===== src/rtl/lutram_stream_reader.sv =====
// Read engine for LUTRAM port B: streams `length` words from `base_addr`
// (wrapping at DEPTH-1) onto a valid/ready stream through a credit-limited skid FIFO.
//
// Ports:
//   clk, rst (async, active-low)
//   start/base_addr/length  : transfer request, accepted only when idle
//   busy/done               : transfer status; done pulses once per transfer
//   mem_enb/mem_addrb       : port-B read request
//   mem_doutb               : port-B read data, RD_LAT cycles after mem_enb
//   m_valid/m_ready/m_data/m_last : output stream
module lutram_stream_reader #(
    parameter int ADDR_W     = 13,
    parameter int DATA_W     = 200,
    parameter int DEPTH      = 8000,
    parameter int RD_LAT     = 2,
    parameter int FIFO_DEPTH = 4
) (
    input  logic              clk,
    input  logic              rst,
    input  logic              start,
    input  logic [ADDR_W-1:0] base_addr,
    input  logic [ADDR_W-1:0] length,
    output logic              busy,
    output logic              done,
    output logic              mem_enb,
    output logic [ADDR_W-1:0] mem_addrb,
    input  logic [DATA_W-1:0] mem_doutb,
    output logic              m_valid,
    input  logic              m_ready,
    output logic [DATA_W-1:0] m_data,
    output logic              m_last
);

    localparam int CNT_W = $clog2(FIFO_DEPTH + 1);
    localparam int PTR_W = $clog2(FIFO_DEPTH);

    typedef enum logic [1:0] {
        S_IDLE,
        S_ISSUE,
        S_DRAIN,
        S_DONE
    } state_t;

    state_t              state_q, state_d;
    logic [ADDR_W-1:0]   addr_q, addr_d;
    logic [ADDR_W-1:0]   rem_q, rem_d;
    logic [RD_LAT-1:0]   pipe_v_q, pipe_v_d;
    logic [RD_LAT-1:0]   pipe_l_q, pipe_l_d;
    logic [CNT_W-1:0]    inflight_q, inflight_d;
    logic [CNT_W-1:0]    count_q, count_d;
    logic [PTR_W-1:0]    rd_ptr_q, rd_ptr_d;
    logic [PTR_W-1:0]    wr_ptr_q, wr_ptr_d;

    logic [DATA_W-1:0]   fifo_data_q [FIFO_DEPTH];
    logic                fifo_last_q [FIFO_DEPTH];

    logic                cap_v;
    logic                cap_l;
    logic                fifo_nonempty;
    logic                hs;
    logic                push;
    logic                pop;
    logic                issue;
    logic                credit_ok;
    logic [CNT_W:0]      occupancy;

    function automatic logic [PTR_W-1:0] ptr_inc(input logic [PTR_W-1:0] p);
        return (p == PTR_W'(FIFO_DEPTH - 1)) ? '0 : p + PTR_W'(1);
    endfunction

    // Datapath and stream view. A word arriving from memory while the FIFO
    // is empty is presented directly, so the stream sees data in the same
    // cycle the read completes; it only lands in the FIFO if not taken.
    always_comb begin
        cap_v         = pipe_v_q[RD_LAT-1];
        cap_l         = pipe_l_q[RD_LAT-1];
        fifo_nonempty = (count_q != '0);

        m_valid = fifo_nonempty | cap_v;
        m_data  = '0;
        m_last  = 1'b0;
        if (fifo_nonempty) begin
            m_data = fifo_data_q[rd_ptr_q];
            m_last = fifo_last_q[rd_ptr_q];
        end else if (cap_v) begin
            m_data = mem_doutb;
            m_last = cap_l;
        end

        hs   = m_valid & m_ready;
        pop  = hs & fifo_nonempty;
        push = cap_v & ~(hs & ~fifo_nonempty);

        // Every read in flight already owns a FIFO slot, so a capture can
        // never find the FIFO full.
        occupancy = {1'b0, inflight_q} + {1'b0, count_q};
        credit_ok = (occupancy < (CNT_W + 1)'(FIFO_DEPTH));
        issue     = (state_q == S_ISSUE) && (rem_q != '0) && credit_ok;

        mem_enb   = issue;
        mem_addrb = addr_q;
        busy      = (state_q == S_ISSUE) || (state_q == S_DRAIN);
        done      = (state_q == S_DONE);
    end

    // Control FSM
    always_comb begin
        state_d = state_q;
        addr_d  = addr_q;
        rem_d   = rem_q;
        unique case (state_q)
            S_IDLE: begin
                if (start) begin
                    if (length != '0) begin
                        state_d = S_ISSUE;
                        addr_d  = base_addr;
                        rem_d   = length;
                    end else begin
                        state_d = S_DONE;
                    end
                end
            end
            S_ISSUE: begin
                if (issue) begin
                    addr_d = (addr_q == ADDR_W'(DEPTH - 1)) ? '0
                                                             : addr_q + ADDR_W'(1);
                    rem_d  = rem_q - ADDR_W'(1);
                    if (rem_q == ADDR_W'(1)) begin
                        state_d = S_DRAIN;
                    end
                end else if (rem_q == '0) begin
                    state_d = S_DRAIN;
                end
            end
            S_DRAIN: begin
                // Words leave in issue order, so the handshake of the word
                // tagged last means nothing remains in flight or queued.
                if (hs && m_last) begin
                    state_d = S_DONE;
                end
            end
            S_DONE: begin
                state_d = S_IDLE;
            end
        endcase
    end

    // Read-latency tracking and FIFO bookkeeping
    always_comb begin
        pipe_v_d    = '0;
        pipe_l_d    = '0;
        pipe_v_d[0] = issue;
        pipe_l_d[0] = issue && (rem_q == ADDR_W'(1));
        for (int i = 1; i < RD_LAT; i++) begin
            pipe_v_d[i] = pipe_v_q[i-1];
            pipe_l_d[i] = pipe_l_q[i-1];
        end
        inflight_d = inflight_q + CNT_W'(issue) - CNT_W'(cap_v);
        count_d    = count_q + CNT_W'(push) - CNT_W'(pop);
        wr_ptr_d   = push ? ptr_inc(wr_ptr_q) : wr_ptr_q;
        rd_ptr_d   = pop ? ptr_inc(rd_ptr_q) : rd_ptr_q;
    end

    always_ff @(posedge clk or negedge rst) begin
        if (!rst) begin
            state_q    <= S_IDLE;
            addr_q     <= '0;
            rem_q      <= '0;
            pipe_v_q   <= '0;
            pipe_l_q   <= '0;
            inflight_q <= '0;
            count_q    <= '0;
            rd_ptr_q   <= '0;
            wr_ptr_q   <= '0;
        end else begin
            state_q    <= state_d;
            addr_q     <= addr_d;
            rem_q      <= rem_d;
            pipe_v_q   <= pipe_v_d;
            pipe_l_q   <= pipe_l_d;
            inflight_q <= inflight_d;
            count_q    <= count_d;
            rd_ptr_q   <= rd_ptr_d;
            wr_ptr_q   <= wr_ptr_d;
        end
    end

    // Storage needs no reset: it is only observed through count_q.
    always_ff @(posedge clk) begin
        if (push) begin
            fifo_data_q[wr_ptr_q] <= mem_doutb;
            fifo_last_q[wr_ptr_q] <= cap_l;
        end
    end

endmodule

===== config.mk =====
export PLATFORM = sky130hd
export DESIGN_NAME = lutram_stream_reader
export DESIGN_NICKNAME = d
export VERILOG_FILES = /design/src/rtl/lutram_stream_reader.sv
export SDC_FILE = /design/constraint.sdc
export NUM_CORES = 1
export LEC_CHECK = 0
export CORE_ASPECT_RATIO = 0.75
export CORE_UTILIZATION = 40
export DETAILED_ROUTE_END_ITERATION = 12
export GPL_TIMING_DRIVEN = 0
export PLACE_DENSITY = 0.62
export SLEW_MARGIN = 20
export SYNTH_ARGS = -nofsm -noshare
export SYNTH_HDL_FRONTEND = slang
export SYNTH_SLANG_ARGS = --single-unit

===== constraint.sdc =====
create_clock -name clk -period 8.6 [get_ports clk]
set_input_delay 0.86 -clock clk [delete_from_list [all_inputs] [get_ports clk]]
set_output_delay 0.86 -clock clk [all_outputs]
set_load 0.01 [all_outputs]

### Yosys cells after proc, flatten, opt, wreduce, memory -nomap -nowiden

Memories as Yosys holds them, arrays and structs flattened.
Index checks and enable logic that the tools add are counted.

* bits in registers: 42
* input bits: 230
* word-level logic and storage cells: 78
* RAM bits: 804
* output and inout bits: 218
* memories: 2

* equality and inequality tests: 13
* mux-type cells: 24
* reduce and logical (&&, ||, !) cells: 13
* $add $sub $neg: 9
* bitwise logic cells: 7
* order comparisons: 1

Memories
* fifo_data_q: words 4, bits a word 200, read ports 1, clocked after memory_dff 0, write ports 1, RTL line 54 `logic [DATA_W-1:0] fifo_data_q [FIFO_DEPTH];`
* fifo_last_q: words 4, bits a word 1, read ports 1, clocked after memory_dff 0, write ports 1, RTL line 55 `logic fifo_last_q [FIFO_DEPTH];`

Operators with widths (number)
* 200-bit two-way mux: 2
* 13-bit two-way mux: 7
* 13-bit case mux with 2 select lines: 2
* 13-bit nonzero test: 2
* 2-bit two-way mux: 8
* 13-bit by 1-bit adder with 13-bit output (second input constant): 1
* 13-bit by 1-bit equality test with 1-bit output (second input constant): 1
* 13-bit equality test (second input constant): 1
* 13-bit zero test: 1
* 13-bit by 1-bit subtractor with 13-bit output (second input constant): 1
* 2-bit equality test (second input constant): 4
* 2-bit case mux with 4 select lines: 1
* 4-bit AND reduction: 2
* 3-bit by 1-bit adder with 3-bit output: 2
* 2-bit != test (second input constant): 3
* 3-bit by 2-bit != test with 1-bit output (second input constant): 2
* 3-bit by 1-bit subtractor with 3-bit output: 2
* 2-bit by 1-bit adder with 2-bit output (second input constant): 2
* 3-bit by 3-bit adder with 4-bit output: 1
* 1-bit AND: 4
* 1-bit logical AND: 4
* 4-bit by 3-bit < comparator with 1-bit output (second input constant): 1
* 1-bit two-way mux: 4
* 3-bit nonzero test: 1
* 7 further kinds: 8

### Longest topological paths before layout

Gate-level depths: netlist of the first run.

* depth after elaboration: 8
* mapped depth: 10
* gate-level depth less buffers: 9

### Worst setup path after synthesis of the first run

Ideal clock, no wire load.

* kind: input-to-reg
* start point: input port m_ready
* end point: memory fifo_data_q[3][0], enable pin
* path slack: 2.103 ns
* stages on the path: 2
* path buffers: 0
* data arrival time: 5.911 ns
* data required time: 8.014 ns
* setup time: 0.586 ns
* cell sequence: a21boi_0 -> and2_1

* longest elaborated chain between the ends: 6

RTL lines
* from (decl): RTL line 29 `input logic m_ready,`
* 1-bit AND: RTL line 90 `hs = m_valid & m_ready;`
* 1-bit AND: RTL line 92 `push = cap_v & ~(hs & ~fifo_nonempty);`
* 1-bit NOT: RTL line 92
* 1-bit AND: RTL line 92
* 1-bit two-way mux: RTL line 190 `if (push) begin`
* 1-bit two-way mux (not written as such): RTL line 191 `fifo_data_q[wr_ptr_q] <= mem_doutb;`
* to (decl): RTL line 54

Every way passes these cells.

### Final worst setup path of the first run

* start point: register count_q[0]
* end point: output port m_data[16]

* longest elaborated chain between the ends: 2

RTL lines
* from (decl): RTL line 50 `logic [CNT_W-1:0] count_q, count_d;`
* from (signal assigned): RTL line 182 `count_q <= count_d;`
* 3-bit nonzero test: RTL line 77 `fifo_nonempty = (count_q != '0);`
* 200-bit two-way mux: RTL line 82 `if (fifo_nonempty) begin`
* to (decl): RTL line 30 `output logic [DATA_W-1:0] m_data,`

Every way passes these cells.

==> impl_metrics.ini, run 1 <==
[outcome]
run_status = completed

[place]
dpl.hpwl_mm = 59.26
io_buffers = 447
place_ws_ns = 4.261
dp_cells = 3600
gp_congestion = 0.8160

[route]
vias_per_cell = 5.382
ant_nets = 0
wl_per_cell_um = 23.63
dr.pass1.iters = 6
routed_wl_mm = 88.72
drt-initial-drc-count = 1690
vias = 20210
drc = 0

[clocking]
cts_resized = 0
clock_latency_ns = 0.63
cts.sinks = 846
hold_buffers = 0
cts_max_level = 3
cts_setup_buffers = 0
clk_pin_slew_ns = 0.07
cts_tree = yes
clockBufferDepth = 3
cts-root-buf = clkbuf_16
cts_made_buffers = 84

[logic_synthesis]
synth_nets = 2255
synth_top_family_by_area = multiplexers
synth.distinct_cells = 58
ys_top_cells_by_count = edfxtp_1, nand2_1, nand3_1, mux4_2, clkbuf_1
synthMuxAreaShare = 0.1342
async_flop_share = 0.04965
synth_compound_area_frac = 0.01840
syn_inst = 2004
syn_avg_cell_area_um2 = 17.13
yosysMostFrequentCell = edfxtp_1
dominantRegCellSynth = edfxtp_1
synthSimpleGateAreaFrac = 0.08712
synthTopCellsByArea = edfxtp_1, mux4_2, nand2_1, nand3_1, dfrtp_1
synth_top_area_frac = 0.7031
synth_edf_count = 804
yosysWarnings = 0
synthXorXnorAreaFrac = 0.001020
synth_seq_cells = 846
synth_area_um2 = 34340
synth_largest_area_cell = edfxtp_1
synthAdderAreaFrac = 0.008089
seq_area_frac_synth = 0.7337

[grt]
grt_first_pass_wirelength_mm = 133.1
grt_max_degree = 45
grt_pass1_vias = 20570
track_usage = 0.2041
grt_overflow = 0
grt_antenna_before_repair = 13

[timing]
relSlewSlack = 0.3194
worst_pin_slew_ns = 1.021
min_period_ns = 4.912
timing.hold.ws_ns = 0.1510
setup_viol = 0
rsz0062_at_grt = false
period_share = 0.5712
hold_viol = 0
fin_skew_ns = 0.01705
report.final.slew_viol_count = 0
fin_ws_ns = 3.688
fmaxAchievable_mhz = 203.6

[cells_and_area]
fill_cells = 6943
drive_above_1_share = 0.1456
final_cells = 3755
seqCellArea_um2 = 25190
multi_input_area_um2 = 8556
fin_nets = 2809
area_delta_synth_final_pct = 26.75

[critical_path]
r2r_start = count_q[0]
path_max_fanout = 10
rrSetupSlack_ns = 5.36
cp.required_ns = 7.74
ff2ff_path_depth = 6
critPathArrivalTime_ns = 4.05
reg2reg_to = fifo_data_q[3][64]
endpoint_kind = output pin
start_kind = flip-flop
worst-setup-path-type = reg2out

[die]
start_util = 0.4064
fp.dieW_um = 340.3
io_pins = 448
dieArea_um2 = 87030
die_h_um = 255.7
core_um2 = 84490
row_count = 92

[power]
peakVddDrop_mv = 0.1717
leakagePower_nw = 14.86
pwr_density_cell_nw_per_um2 = 349.3

[flow_run]
drv_cap = 0

[worst_hold_path]
hp-class = in2async
## power breakdown
part           internal [W]  switching (W)  leakage, nW
logic               0.00290        0.00335         5.77
clock network       0.00215        0.00153         1.33
registers           0.00508       0.000195         7.76
## critical path, cell delays in order (launching register included)
cell and delay (ns):
dfrtp_1 0.41, nor3_1 0.76, clkbuf_1 0.82, clkbuf_1 0.56, nand3_1 0.16, nand2_1 0.11, clkdlybuf4s50_1 0.60
## routing by layer
metal / global-route usage / up-vias / routed length (um)
li1: - / 8962 / -
met2: 0.3264 / 664 / 43300
met5: 0 / - / 93
met3: 0.04033 / 121 / 5688
met4: 0.05319 / 14 / 1924
met1: 0.2866 / 10450 / 37710
## sequential cells by signal, summed over array words and instances (netlist names)
name,count
fifo_data_q,800
rd_ptr_q,2
wr_ptr_q,2
count_q,3
rem_q,13
pipe_l_q,2
state_q,2
inflight_q,3
mem_addrb,13
pipe_v_q,2
fifo_last_q,4
## cells by family (layout without fill, tap and decap cells)
kind of cell,after synthesis,count (layout)
multiplexers,208,208
AO/OA/AOI/OAI,86,86
flip-flops,846,846
XOR/XNOR,4,4
other,0,4
buffers and inverters,150,769
adder cells (fa/ha/maj),21,21
AND/OR/NAND/NOR,689,689
## worst max path at each step
stage / from / to / slack, ns
6_report: count_q[0] / m_data[16] / 3.69
5_1_grt: count_q[1] / m_data[136] / 3.44
4_1_cts: count_q[0] / m_data[16] / 3.56
3_5_place_dp: count_q[0] / m_data[20] / 4.26
3_3_place_gp: m_ready / fifo_data_q[1][76] / -2.73
2_1_floorplan: m_ready / fifo_data_q[3][0] / 2.10
## through the flow
step / power, W / util / instance area (um^2) / setup TNS [ns]
CTS: 0.01540 / 0.5150 / 43510 / 0
detailed placement: 0.01168 / 0.4826 / 40780 / 0
global placement: 0.01171 / 0.4761 / 40220 / -2128.66
floorplan: 0.008707 / - / 34340 / 0
global route: 0.01598 / 0.5151 / 43520 / 0
finish: 0.01520 / 0.5151 / 43520 / 0
## final cells by class
cell class                      count  area share
Sequential cell                   846      0.5789
Buffer                            126     0.01182
Inverter                           24    0.002070
Clock inverter                     46     0.01156
Multi-Input combinational cell   1008      0.1966
Timing Repair Buffer              468      0.1151
Tap cell                         1128     0.03243
Clock buffer                      105     0.05132
Antenna cell                        4   0.0002300
## cells in the final DEF, fill, tap and decap left out, drive strengths merged, types with 3 or more instances in the layout
cell type	count
a21o	3
a21oi	11
a22o	10
a31oi	10
and2	8
and3	4
buf	70
bufinv	10
clkbuf	183
clkdlybuf4s50	446
clkinv	29
dfrtp	42
diode	4
edfxtp	804
ha	19
inv	29
mux2	4
mux2i	3
mux4	201
nand2	415
nand2b	6
nand3	212
nor2	15
nor3	10
nor4	5
o211ai	5
o21ai	13
o22ai	4
o2bb2ai	4
o31ai	3
o32ai	4
or3	4
or4	3
xnor2	3
Power figures use the tool's default switching activity.
==> inputs of run 2 (changes only) <==
Clock period 8.6 ns to 5 ns, I/O delays scaled along.
==> impl_metrics.ini, run 2 (synthesis results as in run 1) <==
[clocking]
clockBufferDepth = 3
cts_made_buffers = 86
cts_setup_buffers = 0
cts_max_level = 3
cts_tree = yes
cts-root-buf = clkbuf_16
clk_pin_slew_ns = 0.06
clock_latency_ns = 0.62
cts.sinks = 846

[timing]
period_share = 0.9219
hold_viol = 0
setup_viol = 0
rsz0062_at_grt = false
relSlewSlack = 0.3198
fmaxAchievable_mhz = 216.9
worst_pin_slew_ns = 1.020
fin_skew_ns = 0.01204
min_period_ns = 4.610
report.final.slew_viol_count = 0
fin_ws_ns = 0.3904

[grt]
grt_pass1_vias = 20670
grt_first_pass_wirelength_mm = 132.0
grt_overflow = 0
grt_antenna_before_repair = 17
track_usage = 0.2026
grt_max_degree = 44

[critical_path]
cp_cell_sequence = nor3_1, clkbuf_1, clkbuf_1, nand3_1, nand2_1, clkdlybuf4s50_1
crit_top_cell = clkbuf_1
path_delay_family = buffers and inverters
worst-setup-path-type = reg2out
path_buf_inv = 3
path_max_fanout = 10
slowest_stage = clkbuf_1
start_kind = flip-flop
cp.required_ns = 4.50
cpPeakStageDelay_ns = 0.82
ff2ff_path_depth = 10
critPathArrivalTime_ns = 4.11
cp.depth = 6
endpoint_kind = output pin

[die]
core_um2 = 84490
start_util = 0.4064
fp.dieW_um = 340.3
die_h_um = 255.7
io_pins = 448
dieArea_um2 = 87030
row_count = 92

[cells_and_area]
regMostFlops = fifo_data_q
fin_nets = 2812
seqCellArea_um2 = 25190
multi_input_area_um2 = 8556
mostFrequentLayoutCells = edfxtp_1, clkdlybuf4s50_1, nand2_1
fill_cells = 6891
area_delta_synth_final_pct = 27.17
largest_reg_flops = 800
drive_above_1_share = 0.1487
layout_commonest_cell = edfxtp_1
final_cell_area_um2 = 43670

[place]
placed_area_um2 = 40790
gp_congestion = 0.8424
io_buffers = 447
place_ws_ns = 0.9650
dpl.hpwl_mm = 59.96

[route]
drc = 0
vias_per_cell = 5.347
drt-initial-drc-count = 1655
wl_per_cell_um = 23.46
routed_wl_mm = 88.33
ant_nets = 0
vias = 20130
dr.pass1.iters = 5

[power]
pwr_density_cell_nw_per_um2 = 602.5
peakVddDrop_mv = 0.2714
leakagePower_nw = 14.94

[worst_hold_path]
whs_path_depth = 0
hp-class = reg2reg

[flow_run]
drv_cap = 0

[outcome]
run_status = completed
run 2: cell types whose count changed in the layout (fill, tap and decap cells not counted), moves of 2 or more:
cell and change:
diode_2 +3, clkinv_4 +2, inv_6 -5, buf_16 +2, clkinv_2 +9, bufinv_16 +2, clkbuf_16 +3, clkbuf_1 -2
buf_12 -2
run 2: routing by layer:
layer  GRT usage  vias up  part of all wire
met4     0.05855       14             0.023
li1            -     8987                 -
met2      0.3171      627              0.48
met1      0.2865    10370              0.43
met5           0        -           0.00091
met3     0.04278      138             0.064
run 2: metrics by stage:
step | util | TNS (ns) | power [W] | cells | hold WS [ns]
finish | 0.5168 | 0 | 0.02631 | 3765 | 0.3567
global route | 0.5168 | 0 | 0.02762 | 3765 | 0.3589
CTS | 0.5166 | 0 | 0.02665 | 3758 | 0.3564
detailed placement | 0.4828 | 0 | 0.02007 | 3600 | 0.3448
global placement | 0.4761 | -1463.78 | 0.01996 | 3579 | 0.3347
floorplan | - | 0 | 0.01488 | 2004 | 0.2044
run 2: power by group:
part | internal [W] | switching, W | leakage [nW]
logic | 0.00499 | 0.00574 | 5.78
registers | 0.00874 | 0.000334 | 7.76
clock network | 0.00387 | 0.00263 | 1.40
run 2: worst reg2reg max path, delay by kind of cell (launching register included):
family / cells / cell delay, ns
xor gates and xnor gates: 1 / 0.14
adders and majority gates: 3 / 0.89
buffers and inverters: 5 / 1.51
DFF: 1 / 0.38
and+or+nand+nor: 1 / 0.22
run 2: timing repair:
action / 4_1_cts / 5_1_grt
hold buffers: 1 / 0
resized for setup: 0 / 0
hold endpoints to repair: 18 / 0
setup endpoints to repair: 0 / 0
run 2: path summary, 6_finish.rpt:
kind / from / end / slack [ns]
setup / recovery: count_q[0] / m_data[131] / 0.39
hold / removal: pipe_v_q[0] / pipe_v_q[1] / 0.36
setup reg to reg: state_q[1] / inflight_q[2] / 1.74
hold reg to reg: pipe_v_q[0] / pipe_v_q[1] / 0.36
max in group asynchronous: rst / rem_q[0] / 4.09
min in group asynchronous: rst / rem_q[7] / 0.40
run 2: final cells by class:
type | count | area share
multi-input cells | 1008 | 0.1959
well taps | 1128 | 0.03232
diodes | 7 | 0.0004011
flip-flops and latches | 846 | 0.5770
repair buffers | 469 | 0.1153
clock inverters | 52 | 0.01287
plain buffers | 126 | 0.01178
inverters | 24 | 0.002063
clock buffers | 105 | 0.05238
==> inputs of run 3 (changes only) <==
Settings changed: REMOVE_ABC_BUFFERS set to 1.
Clock period 5 ns to 5.9 ns, I/O delays scaled along.
==> impl_metrics.ini, run 3 (synthesis results as in run 1) <==
[outcome]
run_status = completed

[die]
dieArea_um2 = 87030
core_um2 = 84490
fp.dieW_um = 340.3
io_pins = 448
row_count = 92
die_h_um = 255.7
start_util = 0.4064

[cells_and_area]
area_delta_synth_final_pct = 26.91
fin_nets = 2730
seqCellArea_um2 = 25210
final_cell_area_um2 = 43580
layout_commonest_cell = edfxtp_1
largest_reg_flops = 800
regMostFlops = fifo_data_q
mostFrequentLayoutCells = edfxtp_1, clkdlybuf4s50_1, nand2_1
fill_cells = 6983
drive_above_1_share = 0.1568
multi_input_area_um2 = 8578

[power]
leakagePower_nw = 14.91
power_w = 0.02182
peakVddDrop_mv = 0.2818
pwr_density_cell_nw_per_um2 = 500.7

[flow_run]
drv_cap = 0

[timing]
hold_viol = 0
rsz0062_at_grt = false
period_share = 0.7562
setup_viol = 0
report.final.slew_viol_count = 0
min_period_ns = 4.462
fmaxAchievable_mhz = 224.1
fin_skew_ns = 0.02074
fin_ws_ns = 1.438
relSlewSlack = 0.3455
worst_pin_slew_ns = 0.9807

[clocking]
cts_tree = yes
clockBufferDepth = 3
cts_made_buffers = 85
clock_latency_ns = 0.64
clk_pin_slew_ns = 0.06
cts-root-buf = clkbuf_16
cts.sinks = 846
cts_max_level = 3

[route]
dr.pass1.iters = 5
wl_per_cell_um = 22.16
drc = 0
drt-initial-drc-count = 1379
vias_per_cell = 5.358
vias = 19690
routed_wl_mm = 81.44
ant_nets = 0

[critical_path]
endpoint_kind = output pin
worst-setup-path-type = reg2out
rrSetupSlack_ns = 2.33
cp.required_ns = 5.31
path_max_fanout = 44
start_kind = flip-flop
critPathArrivalTime_ns = 3.87

[place]
placed_area_um2 = 41020
dpl.hpwl_mm = 49.38
io_buffers = 447
place_ws_ns = 2.113
gp_congestion = 0.7846

[grt]
grt-busiest-layer = met2
track_usage = 0.1869
grt_overflow = 0
grt_util_met2 = 0.2980
met3_usage = 0.03684
grt_antenna_before_repair = 8
use_met1 = 0.2630
grt_pass1_vias = 20460
grt_max_degree = 53
grt_first_pass_wirelength_mm = 125.4

[worst_hold_path]
hp-class = reg2reg
run 3: changes by cell type in the layout (fill, tap and decap cells not counted), sizes merged:
cell / previous run / this run
buf: 69 / 67
bufinv: 12 / 2
clkbuf: 184 / 120
clkinv: 38 / 22
diode: 7 / 2
inv: 24 / 31
run 3: path summary, 6_finish.rpt:
kind,startpoint,end,cells after the start
worst max-delay path,state_q[1],mem_enb,5
worst min-delay path,pipe_v_q[0],pipe_v_q[1],0
worst max register to register,state_q[1],mem_addrb[1],6
worst min register to register,pipe_v_q[0],pipe_v_q[1],0
max in group asynchronous,rst,rd_ptr_q[1],3
min in group asynchronous,rst,mem_addrb[6],2
run 3: report_power, final:
part | internal, W | leakage [nW] | switching, W
registers | 0.00741 | 7.75 | 0.000430
logic | 0.00446 | 5.92 | 0.00448
clock network | 0.00279 | 1.24 | 0.00225
total | 0.0147 | 14.9 | 0.00715
run 3: worst max-delay path: stages, from the launching register on:
cell and delay (ns):
dfrtp_1 0.40, inv_1 0.14, ha_2 0.73, inv_1 0.59, nor3_1 0.65, clkdlybuf4s50_1 0.71
run 3: what timing repair did:
action / 4_1_cts / 5_1_grt
endpoints found under the hold margin: 14 / 0
hold buffers: 1 / 0
resized for setup: 0 / 0
buffers inserted: 0 / 0
run 3: routing by layer:
metal,vias to the layer above,part of all wire,wire length [um]
li1,8800,-,-
met1,10200,0.44,35730
met2,560,0.48,39490
met3,119,0.055,4515
met4,12,0.020,1620
met5,-,0.00099,81
run 3: area by class of cell:
cell class,instances,share of cell area
antenna,2,0.0001148
clock buffer,120,0.05205
clock inverter,33,0.006403
inverter,24,0.002067
multi-input combinational,1008,0.1968
sequential,846,0.5784
tap,1128,0.03239
timing repair buffer,514,0.1318
run 3: per-stage QoR:
step	TNS (ns)	hold slack, ns	instances	utilization
after floorplan	-9956.73	0.2944	1878	-
after global placement	-	0.3317	3453	0.4701
after detailed placement	0	0.3347	3519	0.4855
after CTS	0	0.3437	3673	0.5157
after global routing	0	0.3472	3675	0.5158
final	0	0.3436	3675	0.5158
